File: src/rtl/opl3_pkg.sv
// Shared OPL3 audio-path types and board-level constants.
// Covers the serial audio transmitter's mode and state encodings and its default bit-clock divider.
package opl3_pkg;

    typedef enum logic [1:0] {
        I2S_MODE_I2S = 2'd0,
        I2S_MODE_LJ  = 2'd1,
        I2S_MODE_RJ  = 2'd2,
        I2S_MODE_TDM = 2'd3
    } i2s_mode_t;

    typedef enum logic {
        I2S_TX_IDLE = 1'b0,
        I2S_TX_RUN  = 1'b1
    } i2s_tx_state_t;

    localparam int CLK_FREQ               = 49_152_000;
    localparam int ACTUAL_SAMPLE_FREQ     = 48_000;
    localparam int I2S_FRAME_BITS_DEFAULT = 64;

    // Number of clk cycles per SCLK half-period for a given sample rate and frame length.
    function automatic int i2s_clk_div_half(input int clk_freq, input int sample_freq,
                                            input int frame_bits);
        return clk_freq / (2 * sample_freq * frame_bits);
    endfunction

    localparam int I2S_CLK_DIV_HALF_DEFAULT =
        i2s_clk_div_half(CLK_FREQ, ACTUAL_SAMPLE_FREQ, I2S_FRAME_BITS_DEFAULT);

endpackage

File: src/rtl/i2s_tx_multi_frame_fifo.sv
// Synchronous frame FIFO for the serial audio transmitter.
// Reads are first-word-fall-through, so the head frame is available in the same cycle it is popped.
module i2s_frame_fifo #(
    parameter int WIDTH = 48,
    parameter int DEPTH = 4
) (
    input  logic                       clk,
    input  logic                       reset_n,
    input  logic                       push,
    input  logic [WIDTH-1:0]           wr_data,
    input  logic                       pop,
    output logic [WIDTH-1:0]           rd_data,
    output logic                       full,
    output logic                       empty,
    output logic [$clog2(DEPTH+1)-1:0] level
);
    localparam int AW = $clog2(DEPTH);
    localparam int LW = $clog2(DEPTH + 1);

    logic [WIDTH-1:0] mem [DEPTH];
    logic [AW-1:0]    wr_ptr_reg;
    logic [AW-1:0]    rd_ptr_reg;
    logic [LW-1:0]    count_reg;
    logic             wr_en;
    logic             rd_en;

    assign full    = (count_reg == LW'(DEPTH));
    assign empty   = (count_reg == '0);
    assign level   = count_reg;
    assign rd_data = mem[rd_ptr_reg];
    assign rd_en   = pop && !empty;
    // A write into a full FIFO is safe when the head leaves in the same cycle.
    assign wr_en   = push && (!full || rd_en);

    always_ff @(posedge clk) begin
        if (wr_en) begin
            mem[wr_ptr_reg] <= wr_data;
        end
    end

    always_ff @(posedge clk) begin
        if (!reset_n) begin
            wr_ptr_reg <= '0;
            rd_ptr_reg <= '0;
            count_reg  <= '0;
        end else begin
            if (wr_en) wr_ptr_reg <= wr_ptr_reg + AW'(1);
            if (rd_en) rd_ptr_reg <= rd_ptr_reg + AW'(1);
            case ({wr_en, rd_en})
                2'b10:   count_reg <= count_reg + LW'(1);
                2'b01:   count_reg <= count_reg - LW'(1);
                default: count_reg <= count_reg;
            endcase
        end
    end

endmodule

File: src/rtl/i2s_tx_multi.sv
// Multi-format serial audio transmitter (I2S / left-justified / right-justified / TDM).
// Acts as bus master: generates SCLK and WS and shifts out buffered frames of NUM_CHANNELS samples.
module i2s_tx_multi
    import opl3_pkg::*;
#(
    parameter int CLK_DIV_HALF = 4,
    parameter int SAMPLE_WIDTH = 24,
    parameter int SLOT_WIDTH   = 32,
    parameter int NUM_CHANNELS = 2,
    parameter int FIFO_DEPTH   = 4
) (
    input  logic                                 clk,
    input  logic                                 reset_n,
    input  logic                                 enable,
    input  logic [1:0]                           mode,
    input  logic                                 s_valid,
    output logic                                 s_ready,
    input  logic [NUM_CHANNELS*SAMPLE_WIDTH-1:0] s_data,
    output logic [$clog2(FIFO_DEPTH+1)-1:0]      fifo_level,
    output logic                                 underrun,
    output logic                                 i2s_sclk,
    output logic                                 i2s_ws,
    output logic                                 i2s_sd
);
    localparam int FRAME_W    = NUM_CHANNELS * SAMPLE_WIDTH;
    localparam int FRAME_BITS = NUM_CHANNELS * SLOT_WIDTH;
    localparam int PAD_BITS   = SLOT_WIDTH - SAMPLE_WIDTH;
    localparam int FIDX_W     = $clog2(FRAME_W);
    localparam int BCW        = $clog2(FRAME_BITS);
    localparam int DIV_W      = $clog2(CLK_DIV_HALF);
    localparam logic [BCW-1:0]   LAST_BIT = BCW'(FRAME_BITS - 1);
    localparam logic [DIV_W-1:0] DIV_LAST = DIV_W'(CLK_DIV_HALF - 1);

    i2s_tx_state_t      state_reg, state_next;
    i2s_mode_t          mode_reg, eff_mode;
    logic [DIV_W-1:0]   div_cnt_reg;
    logic [BCW-1:0]     bit_cnt_reg;
    logic               sclk_reg, ws_reg, sd_reg, underrun_reg, ready_en_reg;
    logic [FRAME_W-1:0] cur_frame_reg, prev_frame_reg, eff_frame, eff_prev;
    logic [FRAME_W-1:0] fifo_rd_data;
    logic               fifo_full, fifo_empty;
    logic               tc, fall, boundary, load, stop, push, pop;
    logic               sd_next, ws_next;
    int                 nb;

    assign s_ready  = ready_en_reg && !fifo_full;
    assign push     = s_valid && s_ready;
    assign tc       = (div_cnt_reg == DIV_LAST);
    assign fall     = (state_reg == I2S_TX_RUN) && tc && sclk_reg;
    assign boundary = fall && (bit_cnt_reg == LAST_BIT);
    assign load     = ((state_reg == I2S_TX_IDLE) && enable) || (boundary && enable);
    assign stop     = boundary && !enable;
    assign pop      = load && !fifo_empty;

    i2s_frame_fifo #(
        .WIDTH (FRAME_W),
        .DEPTH (FIFO_DEPTH)
    ) u_fifo (
        .clk     (clk),
        .reset_n (reset_n),
        .push    (push),
        .wr_data (s_data),
        .pop     (pop),
        .rd_data (fifo_rd_data),
        .full    (fifo_full),
        .empty   (fifo_empty),
        .level   (fifo_level)
    );

    // Left-justified bit b of a frame; rj shifts the sample to the end of its slot.
    function automatic logic slot_bit(input logic [FRAME_W-1:0] f, input int b, input logic rj);
        int k, pos, idx;
        k   = b % SLOT_WIDTH;
        pos = rj ? (k - PAD_BITS) : k;
        idx = (b / SLOT_WIDTH) * SAMPLE_WIDTH + SAMPLE_WIDTH - 1 - pos;
        if (pos < 0 || pos >= SAMPLE_WIDTH) return 1'b0;
        return f[idx[FIDX_W-1:0]];
    endfunction

    always_comb begin
        state_next = state_reg;
        case (state_reg)
            I2S_TX_IDLE: if (enable) state_next = I2S_TX_RUN;
            I2S_TX_RUN:  if (stop)   state_next = I2S_TX_IDLE;
            default:     state_next = I2S_TX_IDLE;
        endcase
    end

    // Next bit to present; at a frame load the freshly popped frame and mode take effect at bit 0.
    always_comb begin
        eff_mode  = mode_reg;
        eff_frame = cur_frame_reg;
        eff_prev  = prev_frame_reg;
        nb        = int'(bit_cnt_reg) + 1;
        if (load) begin
            eff_mode  = i2s_mode_t'(mode);
            eff_frame = fifo_empty ? '0 : fifo_rd_data;
            eff_prev  = cur_frame_reg;
            nb        = 0;
        end
        ws_next = (nb / SLOT_WIDTH) >= (NUM_CHANNELS / 2);
        sd_next = slot_bit(eff_frame, nb, 1'b0);
        case (eff_mode)
            I2S_MODE_I2S: sd_next = (nb == 0) ? slot_bit(eff_prev, FRAME_BITS - 1, 1'b0)
                                              : slot_bit(eff_frame, nb - 1, 1'b0);
            I2S_MODE_RJ:  sd_next = slot_bit(eff_frame, nb, 1'b1);
            I2S_MODE_TDM: ws_next = (nb == 0);
            default:      sd_next = slot_bit(eff_frame, nb, 1'b0);
        endcase
    end

    always_ff @(posedge clk) begin
        if (!reset_n) begin
            state_reg <= I2S_TX_IDLE;
        end else begin
            state_reg <= state_next;
        end
    end

    always_ff @(posedge clk) begin
        if (!reset_n) begin
            ready_en_reg   <= 1'b0;
            underrun_reg   <= 1'b0;
            div_cnt_reg    <= '0;
            sclk_reg       <= 1'b0;
            bit_cnt_reg    <= '0;
            sd_reg         <= 1'b0;
            ws_reg         <= 1'b0;
            mode_reg       <= I2S_MODE_I2S;
            cur_frame_reg  <= '0;
            prev_frame_reg <= '0;
        end else begin
            ready_en_reg <= 1'b1;
            underrun_reg <= load && fifo_empty;
            if (state_reg == I2S_TX_RUN) begin
                div_cnt_reg <= tc ? '0 : div_cnt_reg + DIV_W'(1);
                if (tc) sclk_reg <= !sclk_reg;
            end else begin
                div_cnt_reg <= '0;
                sclk_reg    <= 1'b0;
            end
            if (stop) begin
                bit_cnt_reg <= '0;
                sd_reg      <= 1'b0;
                ws_reg      <= 1'b0;
            end else if (load || fall) begin
                bit_cnt_reg <= nb[BCW-1:0];
                sd_reg      <= sd_next;
                ws_reg      <= ws_next;
            end
            if (load) begin
                mode_reg       <= eff_mode;
                cur_frame_reg  <= eff_frame;
                prev_frame_reg <= eff_prev;
            end
        end
    end

    assign underrun = underrun_reg;
    assign i2s_sclk = sclk_reg;
    assign i2s_ws   = ws_reg;
    assign i2s_sd   = sd_reg;

endmodule

File: config.mk
export PLATFORM = sky130hd
export DESIGN_NAME = i2s_tx_multi
export DESIGN_NICKNAME = d
export VERILOG_FILES = /design/src/rtl/opl3_pkg.sv /design/src/rtl/i2s_tx_multi_frame_fifo.sv /design/src/rtl/i2s_tx_multi.sv
export SDC_FILE = /design/constraint.sdc
export NUM_CORES = 1
export LEC_CHECK = 0
export BUFFER_PORTS_ARGS = -buffer_cell sky130_fd_sc_hd__buf_2
export CAP_MARGIN = 20
export CORE_ASPECT_RATIO = 0.8
export CORE_MARGIN = 2
export CORE_UTILIZATION = 45
export DETAILED_ROUTE_END_ITERATION = 8
export HOLD_SLACK_MARGIN = 0.05
export PLACE_DENSITY = 0.66
export RECOVER_POWER = 100
export SLEW_MARGIN = 10
export SYNTH_ARGS = -nofsm -noshare
export SYNTH_HDL_FRONTEND = slang
export SYNTH_SLANG_ARGS = --single-unit
File: constraint.sdc
create_clock -name clk -period 6.1 [get_ports clk]
set_clock_uncertainty 0.05 [all_clocks]
set_input_delay 0.61 -clock clk [delete_from_list [all_inputs] [get_ports clk]]
set_output_delay 0.61 -clock clk [all_outputs]
set_load 0.02 [all_outputs]
# ---- Yosys cells after proc, flatten, opt, wreduce, memory -nomap -nowiden
# Memories as Yosys holds them, arrays and structs flattened. A register that Yosys moved wholly into a read port is not among the register bits.
# Cells that the tools add are included.
dict set report totals {
  register_bits 88
  mem_bits_rw 192
  output_inout_bits 8
  word_cells 125
  n_memories 1
}
# name words width read_ports rd_clocked_by_memory_dff write_ports line_no
set memory_table {}
lappend memory_table {u_fifo.mem 4 48 1 1 1 i2s_tx_multi_frame_fifo.sv:20} ;# logic [WIDTH-1:0] mem [DEPTH];
dict set report op_classes {
  addsub 17
  mul 2
  magnitude_cmp 10
  n_eq_ne 7
  muxes 38
  bitwise_logic 4
  reduce_logical 32
}
# cell count
set op_table {}
lappend op_table {{48-bit two-way mux} 2}
lappend op_table {{32-bit by 1-bit adder with 32-bit output} 1}
lappend op_table {{32-bit by 2-bit >= comparator with 1-bit output, second input constant} 1}
lappend op_table {{32-bit logical NOT} 1}
lappend op_table {{32-bit by 3-bit multiplier with 3-bit output, second input constant} 1}
lappend op_table {{32-bit by 2-bit subtractor with 32-bit output, second input constant} 1}
lappend op_table {{1-bit two-way mux} 25}
lappend op_table {{6-bit by 7-bit < comparator with 1-bit output, second input constant} 3}
lappend op_table {{1-bit binary-select mux with 6-bit select} 3}
lappend op_table {{6-bit subtractor} 3}
lappend op_table {{17-bit two-way mux} 1}
lappend op_table {{6-bit adder, second input constant} 2}
lappend op_table {{6-bit >= comparator, second input constant} 2}
lappend op_table {{1-bit logical AND} 12}
lappend op_table {{6-bit by 1-bit < comparator with 1-bit output, second input constant} 2}
lappend op_table {{6-bit by 2-bit subtractor with 6-bit output, second input constant} 2}
lappend op_table {{5-bit OR reduction} 2}
lappend op_table {{2-bit == test, second input constant} 4}
lappend op_table {{6-bit by 1-bit adder with 7-bit output, second input constant} 1}
lappend op_table {{7-bit by 6-bit >= comparator with 1-bit output, second input constant} 1}
lappend op_table {{7-bit by 1-bit < comparator with 1-bit output, second input constant} 1}
lappend op_table {{7-bit two-way mux} 1}
lappend op_table {{6-bit by 5-bit subtractor with 7-bit output, second input constant} 1}
lappend op_table {{2-bit by 1-bit adder with 2-bit output, second input constant} 3}
lappend op_table {{22 further kinds} 34}

# ---- Logic depth before layout (Yosys ltp)
# Gate-level depths: netlist of run 1.
dict set report logic_depth {
  depth_word 20
  mapped_depth 26
  depth_no_buf 24
}

# ---- Hierarchy
# A second synthesis of run 1 with hierarchy kept.
dict set report unflattened {
  cells_unflattened 891
  area_unflattened_um2 12230.5
}
# mod instances cells_each area_each_um2 seq_area_each_um2
set modules_own_cells {}
lappend modules_own_cells {i2s_frame_fifo 1 304 7407.1 5945.7}
lappend modules_own_cells {i2s_tx_multi 1 587 4823.4 1281.2}

# ---- Worst setup path after synthesis of run 1
# OpenSTA, ideal clock, no wires.
dict set report synth_path {
  path_type {register -> register}
  from {register bit_cnt_reg[1]}
  to {register sd_reg, in the netlist i2s_sd}
  setup_ns 0.132
  arrival_time_ns 4.628
  path_slack_ns 1.290
  path_stages_with_launch 25
  path_cell_list {dfxtp_1 ha_1 nand4_4 o211ai_2 clkbuf_1 ha_1 inv_1 a21oi_4 o21ai_0 nor3_1 xnor2_1 ha_1 ha_1 inv_1 ha_1 inv_1 ha_1 xor2_1 xnor2_1 xnor2_1 nor2b_1 a21oi_1 a2111oi_2 a22oi_1 nand4_1}
}
dict set report synth_via {
  elab_chain_cells 18
  elab_cells_between_ends 61
}
# item line_no
set synth_lines {}
lappend synth_lines {{start: declaration} i2s_tx_multi.sv:37} ;# logic [BCW-1:0] bit_cnt_reg;
lappend synth_lines {{start signal: assignment} i2s_tx_multi.sv:147} ;# bit_cnt_reg <= nb[BCW-1:0];
lappend synth_lines {{parallel branches: the longest is 18 deep, another holds 32-bit by 2-bit subtractor with 32-bit output} n/a}
lappend synth_lines {{end signal: assignment} i2s_tx_multi.sv:148} ;# sd_reg <= sd_next;
lappend synth_lines {{end: declaration} i2s_tx_multi.sv:38} ;# logic sclk_reg, ws_reg, sd_reg, underrun_reg, ready_en_reg;
# Parallel ways; which one is timed is not known. The select of a mux whose other input is x is not followed.
# A chain may end at the register's enable or synchronous reset.

# ---- Worst setup path after layout of run 1
# Same ends and word-level chain as after synthesis.

==> results.md, run 1 <==
- CTS Hold Buffers Added: 0
- Max Cap Viol: 7
- Starting Density: 46.1%
- Min Clock Period, post-route: 5480 ps
- Post-Syn Area: 0.0122 mm2
- Vias in the first global route: 7,514
- Number of enable flip-flop cells after synthesis: 192
- First-pass GRT wire length: 43.9 mm
- Die area: 0.0284 mm2
- CP arrival: 5920 ps
- CTS tree: built
- Largest net degree at the start of global routing: 64
- # rows: 53
- Die Y: 151 um
- Synth Net Count: 997
- Yosys reg bits: 265
- RSZ-0062 raised after global routing: no
- FMAX: 182 MHz
- Setup TNS: 0 ps
- Postcts setup bufs: 0
- Final WS setup: 615 ps
- Share of layout cells above drive strength 1: 13.4%
- Resized cells post-CTS: 0
- All-Layer GR Usage: 20.1%
- Number of flip-flops in the largest register: 192
- Wire length per cell: 20.8 um
- Total gr overflow: 0
- Reg clk slew, reported paths: 70 ps
- Post-DP HPWL: 18.3 mm
- Drt via density: 5.75
- Avg Cell Area, Syn: 13.3 um2
- DR vias: 7,766
- Setup CP Type: flop to flop
- I/O pins: 62
- P_leak: 0.00442 uW
- Max clock buf depth: 3
- Area Growth Syn to Fin: 11.6%
- Final ANT Viol Nets: 0
- DRC violations left: 0
- H-tree depth: 1
- Final Hold Fails: 0
- TritonCTS buffer count: 27
- Ys async rst share: 0%
- Initial antenna violation count: 0
- CTS sink count: 265
- Antenna diodes: 0
- Post-synthesis sequential area ratio: 59.4%
- P per Cell Area: 326 mW/mm2
- Die Wd: 188 um
- Worst vdd ir: 0.241 mV
- Core area: 0.0264 mm2
- Crit-path max FO: 16
- Worst-Skew Late Latency: 540 ps
- Worst rel slew slack: -121%
- DR iter-0 viols: 742
- Syn. warnings: 0
- Status: complete, but fails checks
- Worst Tran Pin Value: 3320 ps
- Final wirelength: 28.1 mm
- Fillers: 2,350
- First-pass DRT Iterations: 5
- Final period util: 89.9%
- Failing checks: max-capacitance violations, max-slew violations
- Worst EP required: 6540 ps
- Final setup vio count: 0
- Netlist cell types: 79
- Worst Setup End Kind: flop
- Prevailing post-synth register cell: edfxtp_1
- Final weighted congestion of routability-driven global placement: 0.993
- Setup Slack @ Placement: 738 ps
- Port Buf Inserts: 61
- Hold WC Path Type: input port to flop
- Slew Viols, Final: 306
- Cell count after synthesis: 917
- Final nets: 1,054
- Crit path launch type: flop
- Root Buffer Master: clkbuf_16
routing by layer:
metal / wire (um) / up-vias / global-route usage (%)
li1: - / 3617 / -
met1: 12900 / 3821 / 29.3
met2: 12300 / 282 / 30.7
met3: 2210 / 46 / 4.45
met4: 714 / 0 / 5.43
met5: 0 / - / 0
worst max-delay path, cell delays in order, from the launching register on:
cell and delay (ps):
dfxtp_1 370, ha_1 340, nand4_1 340, o21a_1 400, buf_4 250, nand2b_1 170
ha_1 250, nand2_1 70, a21oi_1 310, nor2b_1 190, ha_1 160, ha_1 250
ha_1 280, inv_1 40, ha_1 260, inv_1 40, ha_1 320, inv_1 110
a2111oi_0 520, nor3_1 110, a211oi_1 320, a22oi_1 170, nand4_1 90
placed cells by master (no fill, tap or decap), types with 28 or more instances in the layout:
cell type	n
a21boi_0	28
o21ai_0	38
mux4_2	44
clkbuf_1	66
nor2_1	34
nand3_1	32
dfxtp_1	72
edfxtp_1	192
a21oi_1	38
nand2_1	80
synthesized netlist by cell type (14+ instances only):
master	n	area, um2
nor3_1	14	70.1
buf_2	18	90.1
nor2b_1	24	150
o21ai_0	37	185
nand2_1	80	300
nand3_1	32	160
edfxtp_1	192	5770
a21oi_1	38	190
and2_1	16	100
mux4_2	44	991
dfxtp_1	73	1460
xnor2_1	16	140
a21boi_0	28	210
ha_1	25	313
mux2i_1	23	230
inv_1	27	101
clkbuf_1	22	82.6
nor2_1	34	128
cell type report:
type	instances	area (um2)	share of cell area [%]
clock buffers	33	708	5.22
clock inverters	16	200	1.48
inverters	28	105	0.775
multi-input cells	570	4510	33.2
flip-flops and latches	265	7230	53.3
well taps	357	447	3.29
repair buffers	82	374	2.76
per-stage QoR:
stage                     hold slack, ps  utilization [%]  power, uW  cell area [um2]  cells
after CTS                            201             51.9       4460            13700   1351
final                                271             51.4       4430            13600   1351
after global placement               363             48.5       2770            12800   1302
after detailed placement             370             48.5       2780            12800   1302
after global routing                 256             51.4       4610            13600   1351
after floorplan                      354                -       2560            12200    917
kinds of logic after synthesis:
logic type | count (synthesis) | share of synthesized area, %
adders and majority gates | 26 | 2.74
DFF | 265 | 59.4
AOI/OAI and AO/OA | 202 | 11.8
and+or+nand+nor | 243 | 10.2
muxes | 73 | 10.6
buffers and inverters | 82 | 3.19
xor gates and xnor gates | 26 | 2.11
worst paths after layout:
kind                   from           endpoint  slack [ps]  cells after the start
max          bit_cnt_reg[1]             i2s_sd         620                     22
min              s_data[32]  u_fifo.mem[1][32]         270                      1
max reg2reg  bit_cnt_reg[1]             i2s_sd         620                     22
min reg2reg  div_cnt_reg[0]     div_cnt_reg[0]         390                      1
power breakdown:
group	leakage, uW	internal [uW]	total (uW)	switching, uW
registers	0.00234	2010	2070	67.3
logic	0.00165	269	670	401
clock network	0.000441	1000	1690	685
Note: power is estimated with default switching activity, not from simulation.
==> run 2: changes to the inputs <==
- REMOVE_ABC_BUFFERS: default -> 1
==> run 2 against run 1 <==
The run still ends with max-capacitance violations, max-slew violations left. Worst setup slack improved by 78 ps. First-iteration DRC count increased by 2.4%. Flip-flop and latch count stayed put. Design area is 0.50% lower. Wire length fell by 3.1%. Largest cell class unchanged.
==> results.md, run 2 (synthesized netlist as in run 1, its figures left out) <==
- DRC violations left: 0 (unchanged)
- Total gr overflow: 0 (unchanged)
- R2r worst-path depth: 24 (+9.1%)
- Placed inst area: 0.0128 mm2 (-0.14%)
- Reg clk slew, reported paths: 60 ps (about the same)
- CP arrival: 5760 ps (-160 ps)
- Net Sw Frac: 26.3% (+0.21 points)
- Worst Tran Pin Value: 3300 ps (-26.8 ps)
- Drt via density: 5.70 (-0.80%)
- I/O pins: 62 (unchanged)
- RSZ-0062 raised after global routing: no
- Hold Crit Depth: 1 (unchanged)
- FMAX: 185 MHz (+1.5%)
- Postcts setup bufs: 0 (unchanged)
- Status: complete, but fails checks
- Min Clock Period, post-route: 5410 ps (-78.5 ps)
- Failing checks: max-capacitance violations, max-slew violations
- Largest net degree at the start of global routing: 71 (+11%)
- Die area: 0.0284 mm2 (unchanged)
- WHS: 264 ps (-6.76 ps)
- Hold WC Path Type: input port to flop
- Top delay family on crit path: adder cells
- Crit path launch type: flop
- Number of flip-flops in the largest register: 192 (unchanged)
- Die Y: 151 um (unchanged)
- Most frequent cells in the layout: 192 x edfxtp_1, 80 x nand2_1, 72 x dfxtp_1, 71 x clkbuf_1, 44 x mux4_2
- Worst vdd ir: 0.244 mV (+0.98%)
- Final period util: 88.6% (-1.3 points)
- Core area: 0.0264 mm2 (unchanged)
- Worst rel slew slack: -120% (+1.8 points)
- Final weighted congestion of routability-driven global placement: 0.947 (-4.6%)
- CTS sink count: 265 (unchanged)
- Final ANT Viol Nets: 0 (unchanged)
- Max Cap Viol: 7 (unchanged)
- Resized cells post-CTS: 0 (unchanged)
- CTS Hold Buffers Added: 0 (unchanged)
- Final instance area: 0.0135 mm2 (-0.50%)
- Final wirelength: 27.2 mm (-3.1%)
- TritonCTS buffer count: 27 (unchanged)
- P per Cell Area: 321 mW/mm2 (-1.7%)
- WHS Endpoint: u_fifo.mem[3][6]
- Initial antenna violation count: 0 (unchanged)
- H-tree depth: 1 (unchanged)
- First-pass GRT wire length: 43.4 mm (-1.1%)
- DR iter-0 viols: 760 (+2.4%)
- Worst EP required: 6460 ps (-80 ps)
- Slew Viols, Final: 269 (-12%)
- First-pass DRT Iterations: 6 (+1)
- All-Layer GR Usage: 19.6% (-0.51 points)
- Root Buffer Master: clkbuf_16
- Sequential share of power: 47.7% (+0.9 points)
- P_int: 3190 uW (-2.5%)
- Post-DP HPWL: 17.8 mm (-3.1%)
- Buffers & Inverters on Critical Path: 3 (-1)
- # rows: 53 (unchanged)
- P_leak: 0.00439 uW (-0.78%)
- Most common cell after layout, fill and taps aside: edfxtp_1
- Port Buf Inserts: 61 (unchanged)
- CTS tree: built
- DR vias: 7,687 (-1.0%)
- CP dominant cell by count: ha_1
- FF-to-FF setup slack: 690 ps (+80 ps)
- Reg2reg end: i2s_sd
- Starting Density: 46.1% (unchanged)
- Antenna diodes: 0 (unchanged)
- Area Growth Syn to Fin: 11.0%
- Final nets: 1,050 (-0.38%)
- Wire length per cell: 20.2 um (-2.9%)
- Share of layout cells above drive strength 1: 12.6% (-0.77 points)
- Die Wd: 188 um (unchanged)
- Crit-path max cell delay: 370 ps (-150 ps)
- Clock power share: 37.2% (-0.9 points)
- Worst Setup End Kind: flop
- Worst R2R Start: bit_cnt_reg[1]
- Critical path, cell by cell: ha_1 > nand4_1 > o21a_1 > nand2_1 > ha_1 > inv_1 > a21oi_1 > o21ai_0 > nor3_1 > xnor2_1 > ha_1 > ha_1 > inv_1 > ha_1 > inv_1 > ha_1 > xor2_1 > xnor2_1 > xnor2_1 > nor2b_1 > a21oi_1 > a2111oi_2 > a22oi_1 > nand4_1
- Setup CP Type: flop to flop
- HP Start: s_data[6]
- Psw: 1140 uW (-1.4%)
- Max clock buf depth: 3 (unchanged)
- CP max-delay cell: dfxtp_1
- Vias in the first global route: 7,579 (+0.87%)
- Combinational power share: 15.1% (about the same)
- Worst-Skew Late Latency: 550 ps (about the same)
- Final Hold Fails: 0 (unchanged)
- Stages on worst setup path: 24 (+9.1%)
- Crit-path max FO: 7 (-9)
- Tot Pwr: 4330 uW (-2.2%)
- Final setup vio count: 0 (unchanged)
[run 2: changes by cell type in the layout (fill, tap and decap cells not counted), moves of 3 or more]
cell	before	now
bufinv_16	4	0
buf_4	16	10
and2_0	7	10
clkbuf_1	66	71
clkinv_1	4	1
and2_1	10	7
[run 2: power by group through the flow]
stage          logic [uW]  clock network (uW)  registers (uW)
2_1_floorplan         434                   0            2100
3_3_place_gp          643                   0            2100
3_5_place_dp          651                   0            2110
4_1_cts               655                1650            2070
5_1_grt               716                1720            2080
6_report              653                1610            2070
[run 2: worst max path at each step]
stage,from,endpoint,slack (ps)
floorplan,bit_cnt_reg[0],i2s_sd,-140
global placement,enable,i2s_sd,980
detailed placement,enable,i2s_sd,740
CTS,bit_cnt_reg[1],i2s_sd,940
global route,bit_cnt_reg[1],i2s_sd,270
finish,bit_cnt_reg[1],i2s_sd,690
[run 2: stage by stage]
| stage | TNS [ps] | setup slack [ps] | instances | util [%] |
|---|---|---|---|---|
| 3_3_place_gp | 0 | 975 | 1298 | 48.4 |
| 3_5_place_dp | 0 | 740 | 1298 | 48.4 |
| 5_1_grt | 0 | 267 | 1348 | 51.2 |
| 4_1_cts | 0 | 943 | 1348 | 51.7 |
| 2_1_floorplan | -136 | -136 | 863 | - |
| 6_report | 0 | 694 | 1348 | 51.2 |
[run 2: area by class of cell]
cell class,instances,area (um2)
Inverter,28,105
Timing Repair Buffer,78,353
Multi-Input combinational cell,570,4490
Clock inverter,7,60.1
Clock buffer,43,816
Tap cell,357,447
Fill cell,2322,12900
Sequential cell,265,7230
[run 2: per-layer routing]
metal | part of all wire (%) | GRT usage (%) | routed length [um] | up-vias
li1 | - | - | - | 3618
met1 | 48 | 29.4 | 13100 | 3795
met2 | 43 | 29.6 | 11800 | 231
met3 | 6.2 | 3.78 | 1700 | 43
met4 | 2.3 | 4.88 | 631 | 0
met5 | 0 | 0 | 0 | -
